File: config.mk
export PLATFORM = sky130hd
export DESIGN_NAME = rgb_pwm_fader
export DESIGN_NICKNAME = d
export VERILOG_FILES = /design/src/rtl/rgb_pwm_fader_pkg.sv /design/src/rtl/rgb_pwm_fader_channel.sv /design/src/rtl/rgb_pwm_fader.sv
export SDC_FILE = /design/constraint.sdc
export NUM_CORES = 1
export LEC_CHECK = 0
export ABC_CLOCK_PERIOD_IN_PS = 3100
export CORE_ASPECT_RATIO = 1.4
export CORE_UTILIZATION = 41
export DETAILED_ROUTE_END_ITERATION = 10
export PLACE_DENSITY = 0.72
export SYNTH_ARGS = -nofsm -noshare
export SYNTH_HDL_FRONTEND = slang
export SYNTH_SLANG_ARGS = --single-unit
File: constraint.sdc
create_clock -name clk -period 3.1 [get_ports clk]
set_input_delay 0.62 -clock clk [delete_from_list [all_inputs] [get_ports clk]]
set_output_delay 0.62 -clock clk [all_outputs]
set_load 0.01 [all_outputs]
File: src/rtl/rgb_pwm_fader_pkg.sv
// Shared types for the RGB PWM fader: operating modes, controller states,
// per-channel level commands and the PWM period helper.
package rgb_pwm_pkg;

  typedef enum logic [1:0] {
    MODE_STATIC = 2'b00,
    MODE_FADE   = 2'b01,
    MODE_BLINK  = 2'b10,
    MODE_RSVD   = 2'b11
  } mode_e;

  typedef enum logic [1:0] {
    IDLE,
    FADING,
    BLINK_ON,
    BLINK_OFF
  } state_e;

  typedef enum logic [1:0] {
    LV_HOLD,
    LV_LOAD,
    LV_ZERO,
    LV_STEP
  } lvl_cmd_e;

  function automatic int unsigned period_of(input int unsigned duty_w);
    return (32'd1 << duty_w) - 32'd1;
  endfunction

endpackage

File: src/rtl/rgb_pwm_fader_channel.sv
// One PWM channel: applied level register, single-step-toward-target logic
// and the registered duty comparator against the shared period counter.
module pwm_channel
  import rgb_pwm_pkg::*;
#(
  parameter int unsigned DUTY_W = 4
) (
  input  logic              clk,
  input  logic              rst,
  input  logic [DUTY_W-1:0] cnt,
  input  logic [DUTY_W-1:0] tgt,
  input  lvl_cmd_e          cmd,
  output logic [DUTY_W-1:0] level,
  output logic              pwm,
  output logic              at_tgt,
  output logic              settled
);

  logic [DUTY_W-1:0] step_val;

  // Stepping by one toward tgt can never overshoot or wrap.
  always_comb begin
    step_val = level;
    if (level < tgt) begin
      step_val = level + 1'b1;
    end else if (level > tgt) begin
      step_val = level - 1'b1;
    end
  end

  assign at_tgt  = (level == tgt);
  assign settled = (step_val == tgt);

  always_ff @(posedge clk or posedge rst) begin
    if (rst) begin
      level <= '0;
      pwm   <= 1'b0;
    end else begin
      pwm <= (cnt < level);
      case (cmd)
        LV_LOAD: level <= tgt;
        LV_ZERO: level <= '0;
        LV_STEP: level <= step_val;
        default: level <= level;
      endcase
    end
  end

endmodule

File: src/rtl/rgb_pwm_fader.sv
// Multi-channel PWM fader: shared period and interval counters plus the
// STATIC / FADE / BLINK controller; level changes only at period boundaries.
module rgb_pwm_fader
  import rgb_pwm_pkg::*;
#(
  parameter int unsigned CHANNELS = 3,
  parameter int unsigned DUTY_W   = 4,
  parameter int unsigned RATE_W   = 8
) (
  input  logic                         clk,
  input  logic                         rst,
  input  logic [1:0]                   mode,
  input  logic [CHANNELS*DUTY_W-1:0]   target,
  input  logic [RATE_W-1:0]            rate,
  input  logic                         load_valid,
  output logic                         load_ready,
  output logic [CHANNELS-1:0]          pwm_out,
  output logic [CHANNELS*DUTY_W-1:0]   level,
  output logic                         period_tick,
  output logic                         busy
);

  localparam int unsigned       P      = period_of(DUTY_W);
  localparam logic [DUTY_W-1:0] P_LAST = DUTY_W'(P - 1);

  logic [DUTY_W-1:0]          cnt;
  logic [RATE_W-1:0]          ivl;
  logic [CHANNELS*DUTY_W-1:0] tgt_q;
  mode_e                      mode_q;
  state_e                     state, state_nxt;
  lvl_cmd_e                   cmd;
  logic                       xfer, ivl_event;
  logic [CHANNELS-1:0]        at_tgt, settled;

  assign period_tick = (cnt == P_LAST);
  assign load_ready  = (state != FADING);
  assign busy        = (state == FADING);
  assign xfer        = load_valid && load_ready;
  assign ivl_event   = period_tick && (ivl >= rate);

  always_ff @(posedge clk or posedge rst) begin
    if (rst) begin
      cnt <= '0;
    end else begin
      cnt <= period_tick ? '0 : cnt + 1'b1;
    end
  end

  // A DUTY_W-bit target cannot exceed P, so capture needs no clamp.
  always_ff @(posedge clk or posedge rst) begin
    if (rst) begin
      mode_q <= MODE_STATIC;
      tgt_q  <= '0;
    end else begin
      if (period_tick) mode_q <= mode_e'(mode);
      if (xfer)        tgt_q  <= target;
    end
  end

  // Interval counter idles at zero so every fade/blink starts a fresh interval.
  always_ff @(posedge clk or posedge rst) begin
    if (rst) begin
      ivl <= '0;
    end else if (state == IDLE) begin
      ivl <= '0;
    end else if (period_tick) begin
      ivl <= ivl_event ? '0 : ivl + 1'b1;
    end
  end

  always_ff @(posedge clk or posedge rst) begin
    if (rst) state <= IDLE;
    else     state <= state_nxt;
  end

  always_comb begin
    state_nxt = state;
    cmd       = LV_HOLD;
    if (period_tick) begin
      case (state)
        IDLE: begin
          case (mode_q)
            MODE_FADE: begin
              if (!(&at_tgt)) state_nxt = FADING;
            end
            MODE_BLINK: begin
              state_nxt = BLINK_ON;
              cmd       = LV_LOAD;
            end
            default: cmd = LV_LOAD;
          endcase
        end
        FADING: begin
          if (ivl_event) begin
            cmd = LV_STEP;
            if (&settled) state_nxt = IDLE;
          end
        end
        BLINK_ON: begin
          if (mode_q != MODE_BLINK) begin
            state_nxt = IDLE;
          end else if (ivl_event) begin
            state_nxt = BLINK_OFF;
            cmd       = LV_ZERO;
          end
        end
        BLINK_OFF: begin
          if (mode_q != MODE_BLINK) begin
            state_nxt = IDLE;
          end else if (ivl_event) begin
            state_nxt = BLINK_ON;
            cmd       = LV_LOAD;
          end
        end
        default: state_nxt = IDLE;
      endcase
    end
  end

  for (genvar i = 0; i < CHANNELS; i++) begin : g_ch
    pwm_channel #(.DUTY_W(DUTY_W)) u_ch (
      .clk     (clk),
      .rst     (rst),
      .cnt     (cnt),
      .tgt     (tgt_q[i*DUTY_W +: DUTY_W]),
      .cmd     (cmd),
      .level   (level[i*DUTY_W +: DUTY_W]),
      .pwm     (pwm_out[i]),
      .at_tgt  (at_tgt[i]),
      .settled (settled[i])
    );
  end

endmodule

Word-level counts from Yosys, hierarchy flattened --
Cells that the tools add are included.
Operators by class: magnitude comparators 10, reduce and logical (&&, ||, !) cells 8, $add $sub $neg 8, eq/ne operators 23, multiplexer cells 30
Operator list (count):
- $pmux 4 s3 | 3
- $mux 4 | 7
- $eq 4x4->1 | 6
- $lt 4x4->1 | 6
- $mux 8 | 3
- $mux 2 | 11
- $add 4x1->4 const B | 4
- $pmux 2 s4 | 2
- $gt 4x4->1 | 3
- $sub 4x1->4 const B | 3
- $eq 2x2->1 const B | 5
- $ne 3x3->1 const B | 3
- $add 8x1->8 const B | 1
- $ge 8x8->1 | 1
- $reduce_and 7->1 | 1
- $eq 2x1->1 const B | 3
- $ne 2x1->1 const B | 3
- $reduce_and 3->1 | 2
- $eq 4x4->1 const B | 1
- $pmux 2 s2 | 1
- $mux 1 | 3
- $ne 3x1->1 const B | 1
- $reduce_bool 3->1 | 1
- $logic_and 1x1->1 | 2
- 3 further kinds | 3
Storage, ports and cells: output and inout port bits 18, bits in registers 43, logic and storage cells 90, bits of input ports 25

Logic depth before layout (Yosys ltp) --
depth after elaboration 8, depth in mapped cells 10, mapped depth without buffers 9

Modules after synthesis --
A second synthesis with hierarchy kept.
Second synthesis, totals: cells, all modules 373, area, all modules 3460.8 sq um
Modules (own cells, without submodules):
- pwm_channel | times used 3, area an instance 654.4 sq um, cells each 76, sequential area each 125.1 sq um
- rgb_pwm_fader | times used 1, area an instance 1497.7 sq um, cells each 145, sequential area each 700.7 sq um

Worst setup path after synthesis --
OpenSTA, ideal clock, no wires.
path type in2reg, start point in rate[0], end point reg ivl[5], stages on the path 7, required time 2.997 ns, library setup time 0.103 ns, buffers on the path 1, arrival 2.335 ns, slack 0.662 ns, path through ha_1 > nand2b_4 > a2111oi_4 > o311ai_2 > or3_4 > buf_6 > o41ai_2
On the way: longest elaborated chain between the ends 5
Ends and longest elaborated chain:
- start, declared | RTL line rgb_pwm_fader.sv:14 | input logic [RATE_W-1:0] rate,
- $ge 8x8->1 | RTL line rgb_pwm_fader.sv:39 | assign ivl_event = period_tick && (ivl >= rate);
- $logic_and 1x1->1 | RTL line rgb_pwm_fader.sv:39
- $mux 8 | RTL line rgb_pwm_fader.sv:67 | ivl <= ivl_event ? '0 : ivl + 1'b1;
- $mux 8 | RTL line rgb_pwm_fader.sv:66 | end else if (period_tick) begin
- $mux 8 | RTL line rgb_pwm_fader.sv:64 | end else if (state == IDLE) begin
- end signal, assigned | RTL line rgb_pwm_fader.sv:67
- end, declared | RTL line rgb_pwm_fader.sv:27 | logic [RATE_W-1:0] ivl;
No other way between the ends. The select of a mux whose other input is x is not followed. A chain may end at the register's enable or synchronous reset.

Worst setup path in the final report --
start point in rate[6], end point reg g_ch[2].u_ch.level[1]
On the way: longest elaborated chain between the ends 8, elaborated cells between the ends (all ways) 14, classes of those cells order compare (1); eq/ne (3); mux (8); reduce/logical (2)
Ends and longest elaborated chain:
- $ge 8x8->1 * | RTL line rgb_pwm_fader.sv:39
- $logic_and 1x1->1 * | RTL line rgb_pwm_fader.sv:39
- $mux 1 or $mux 2 (tied branches) | RTL line rgb_pwm_fader.sv:110, rgb_pwm_fader.sv:102
- $mux 1 or $mux 2 (tied branches) | RTL line rgb_pwm_fader.sv:108, rgb_pwm_fader.sv:100
- $pmux 2 s4 * | RTL line rgb_pwm_fader.sv:80 | case (state)
- $mux 2 * | RTL line rgb_pwm_fader.sv:79 | if (period_tick) begin
- $eq 2x2->1 or $eq 2x1->1 (tied branches) | RTL line rgb_pwm_fader_channel.sv:40 | case (cmd)
- $pmux 4 s3 or $reduce_bool 3->1 (tied branches)
- end signal, assigned | RTL line rgb_pwm_fader_channel.sv:41 | LV_LOAD: level <= tgt;
- end signal, assigned | RTL line rgb_pwm_fader_channel.sv:43 | LV_STEP: level <= step_val;
- end signal, assigned | RTL line rgb_pwm_fader_channel.sv:44 | default: level <= level;
- end, declared | RTL line rgb_pwm_fader_channel.sv:13 | output logic [DUTY_W-1:0] level,
Every way passes the cells marked *; elsewhere a longest branch is shown, timed or not.

==> flow_summary.ini <==
[clock_tree]
cts_resized = 0
cts_root_buf = clkbuf_8
clk_path_buf_depth = 2
h-tree-depth = 2
post_cts_buffers = 0
path_clk_slew_ps = 80
cts_tree = yes
clock_sinks = 43
cts_inserted_buffers = 5
hold_buffers = 0
insertion_delay_ps = 310

[run]
drv_cap = 0

[die]
start_util = 0.4246
rows = 38
core_um2 = 7797
die_w_um = 77.95
dieArea_um2 = 8443
die_y_um = 108.3
boundaryPins = 43

[sta]
post-route-min-period_ps = 2727
fin_skew_ps = 6.948
rsz0062_at_grt = no
fmax_mhz = 366.7
maxSlewHeadroom = 0.5550
worstMarginPinSlew_ps = 665.9
setup_viol = 0
hold_viol_final = 0
finalSetupTns_ps = 0
fin_crit_sh = 0.8798
maxSlewViolCount = 0

[synth]
synth.distinct_cells = 58
ys_seq_elements = 43
synth_top_family_by_area = compound AO/OA/AOI/OAI gates
synthXorXnorAreaFrac = 0.05556
yosysWarnings = 0
syn-num-nets = 426
avgSynthCellArea_um2 = 9.070
synth_ff_type = dfrtp_1
ys_seq_area_frac = 0.3250
ys_async_sr_fraction = 1.000
synth_mux_area_frac = 0.05971
synth_area_um2 = 3311
synth_compound_area_frac = 0.1973
synth_simple_gate_area_frac = 0.1595
synth_cells = 365
synthAdderAreaFrac = 0.1361
synth_edf_count = 0

[placed_design]
hpwl_um = 6080
io_buffers = 42
gp_congestion = 0.9200

[critical_path]
reg2reg_slack_ps = 480
end_kind = register
critPathCapture = g_ch[2].u_ch.level[1]
worstPathMaxFanout = 12
crit_chain = clkdlybuf4s50_1 -> inv_1 -> ha_1 -> nand4_1 -> o311ai_2 -> and2_1 -> o21ai_1 -> buf_4 -> a221oi_1 -> a21oi_1
r2r-start = g_ch[1].u_ch.level[0]
startpoint_type = input port
reg2regPathDepth = 8
crit_required_ps = 3290
r2r-end = state[0]
cp-startpoint = rate[6]
path_class = in -> reg
cp_slowest_cell = o311ai_2
critPathMaxStageDelay_ps = 510
arrival_ps = 2920

[route]
drt-pass1-iter-count = 4
drt-vias-per-instance = 5.664
vias = 2900
initialDrtViolationCount = 156
drcViolationCount = 0
wl_per_cell_um = 15.69
drt-total-wl_um = 8035
antenna_left = 0

[power]
p_total_mw = 1.944
power.density_nw_per_um2 = 490.6
leakagePower_nw = 1.810
max-vdd-ir-drop_mv = 0.3117

[global_route]
grt_pass1_wl_um = 13550
grt_usage = 0.2076
grt_pass1_vias = 2972
antenna_found_initial = 0
grt_max_degree = 44
gr-total-overflow = 0

[finish]
drive_gt1_frac = 0.1019
diodes = 0
syn_to_final_growth_pct = 19.69
final.fill_count = 762
final_nets = 472

[hold_path]
hold_class = reg -> reg

[outcome]
status = completed
[cells by family after synthesis]
kind of cell | Yosys count
flops | 43
fa+ha+maj | 36
buf+inv | 51
compound gates | 97
simple gates | 99
mux | 18
xor+xnor | 21
[per-layer routing]
metal	track usage	wire length, µm	up-vias
met5	0	0	-
met3	0.03629	328	24
met2	0.3938	4293	74
li1	-	-	1401
met4	0.1151	296	0
met1	0.2138	3116	1401
[area by class of cell]
class	count	area [µm²]	share of cell area
inverter	40	150.1	0.03789
clock inverter	2	35.03	0.008841
clock buffer	6	82.58	0.02084
timing repair buffer	50	480.5	0.1213
multi-input combinational	271	2013	0.5081
tap	100	125.1	0.03158
sequential	43	1076	0.2715
[worst min-delay path by stage]
stage | start | to | slack (ps) | cells past startpoint
floorplan | ivl[4] | ivl[4] | 490 | 1
global placement | ivl[7] | ivl[7] | 520 | 2
detailed placement | ivl[7] | ivl[7] | 540 | 2
CTS | ivl[7] | ivl[7] | 560 | 2
global route | ivl[4] | ivl[4] | 590 | 1
finish | ivl[7] | ivl[7] | 550 | 2
[sequential cells by signal, indices dropped and copies added (netlist names)]
name             cells
g_ch.u_ch.level     12
state                2
ivl                  8
cnt                  4
mode_q               2
g_ch.u_ch.pwm        3
tgt_q               12
[worst max-delay path: cells and delay by family]
family,cells,cell delay [ps]
compound gates,4,980
buf+inv,3,690
simple gates,2,320
fa+ha+maj,1,300
[placed cells by master, fill, tap and decap left out, drive strengths merged, types with 5 or more instances in the layout]
cell type / Yosys / final
xnor2: 14 / 14
and3: 7 / 7
nor2: 13 / 13
buf: 10 / 8
a31oi: 5 / 5
nor3: 14 / 14
nand3: 11 / 11
o22ai: 6 / 6
inv: 40 / 39
nand2: 24 / 24
xor2: 7 / 7
clkbuf: 1 / 6
mux2: 14 / 14
a21o: 7 / 7
clkdlybuf4s50: 0 / 42
dfrtp: 43 / 43
a21oi: 24 / 24
nand2b: 7 / 7
nand4: 6 / 6
o21ai: 28 / 28
ha: 36 / 36
[Yosys cell counts, types with 5 or more instances]
library cell | number | share of area
and3_1 | 7 | 0.013
mux2_2 | 13 | 0.044
inv_1 | 39 | 0.044
o22ai_1 | 6 | 0.011
o21ai_1 | 5 | 0.0076
a21o_1 | 7 | 0.016
nand2_1 | 24 | 0.027
a21oi_1 | 23 | 0.035
xor2_1 | 7 | 0.019
dfrtp_1 | 43 | 0.33
nand3_1 | 11 | 0.017
nand2b_1 | 6 | 0.011
ha_1 | 36 | 0.14
buf_4 | 5 | 0.011
nor3_1 | 14 | 0.021
xnor2_1 | 14 | 0.037
nor2_1 | 12 | 0.014
o21ai_0 | 23 | 0.035
[power breakdown]
group          total, mW  internal [mW]  switching [mW]
Combinational      0.763          0.366           0.397
Clock              0.467          0.261           0.206
Sequential         0.714          0.621          0.0935
Total               1.94           1.25           0.696
[per-stage QoR]
stage / instance area [µm²] / hold slack [ps] / worst slack (ps) / cells / util
2_1_floorplan: 3311 / 493.0 / 662.0 / 365 / -
3_5_place_dp: 3845 / 540.0 / 45.73 / 504 / 0.4931
6_report: 3963 / 547.2 / 372.6 / 512 / 0.5082
5_1_grt: 3963 / 595.0 / 180.0 / 512 / 0.5082
4_1_cts: 3963 / 560.0 / 374.2 / 512 / 0.5082
3_3_place_gp: 3845 / 524.3 / 204.4 / 504 / 0.4931
No activity file was read; power rests on OpenSTA's default activity.
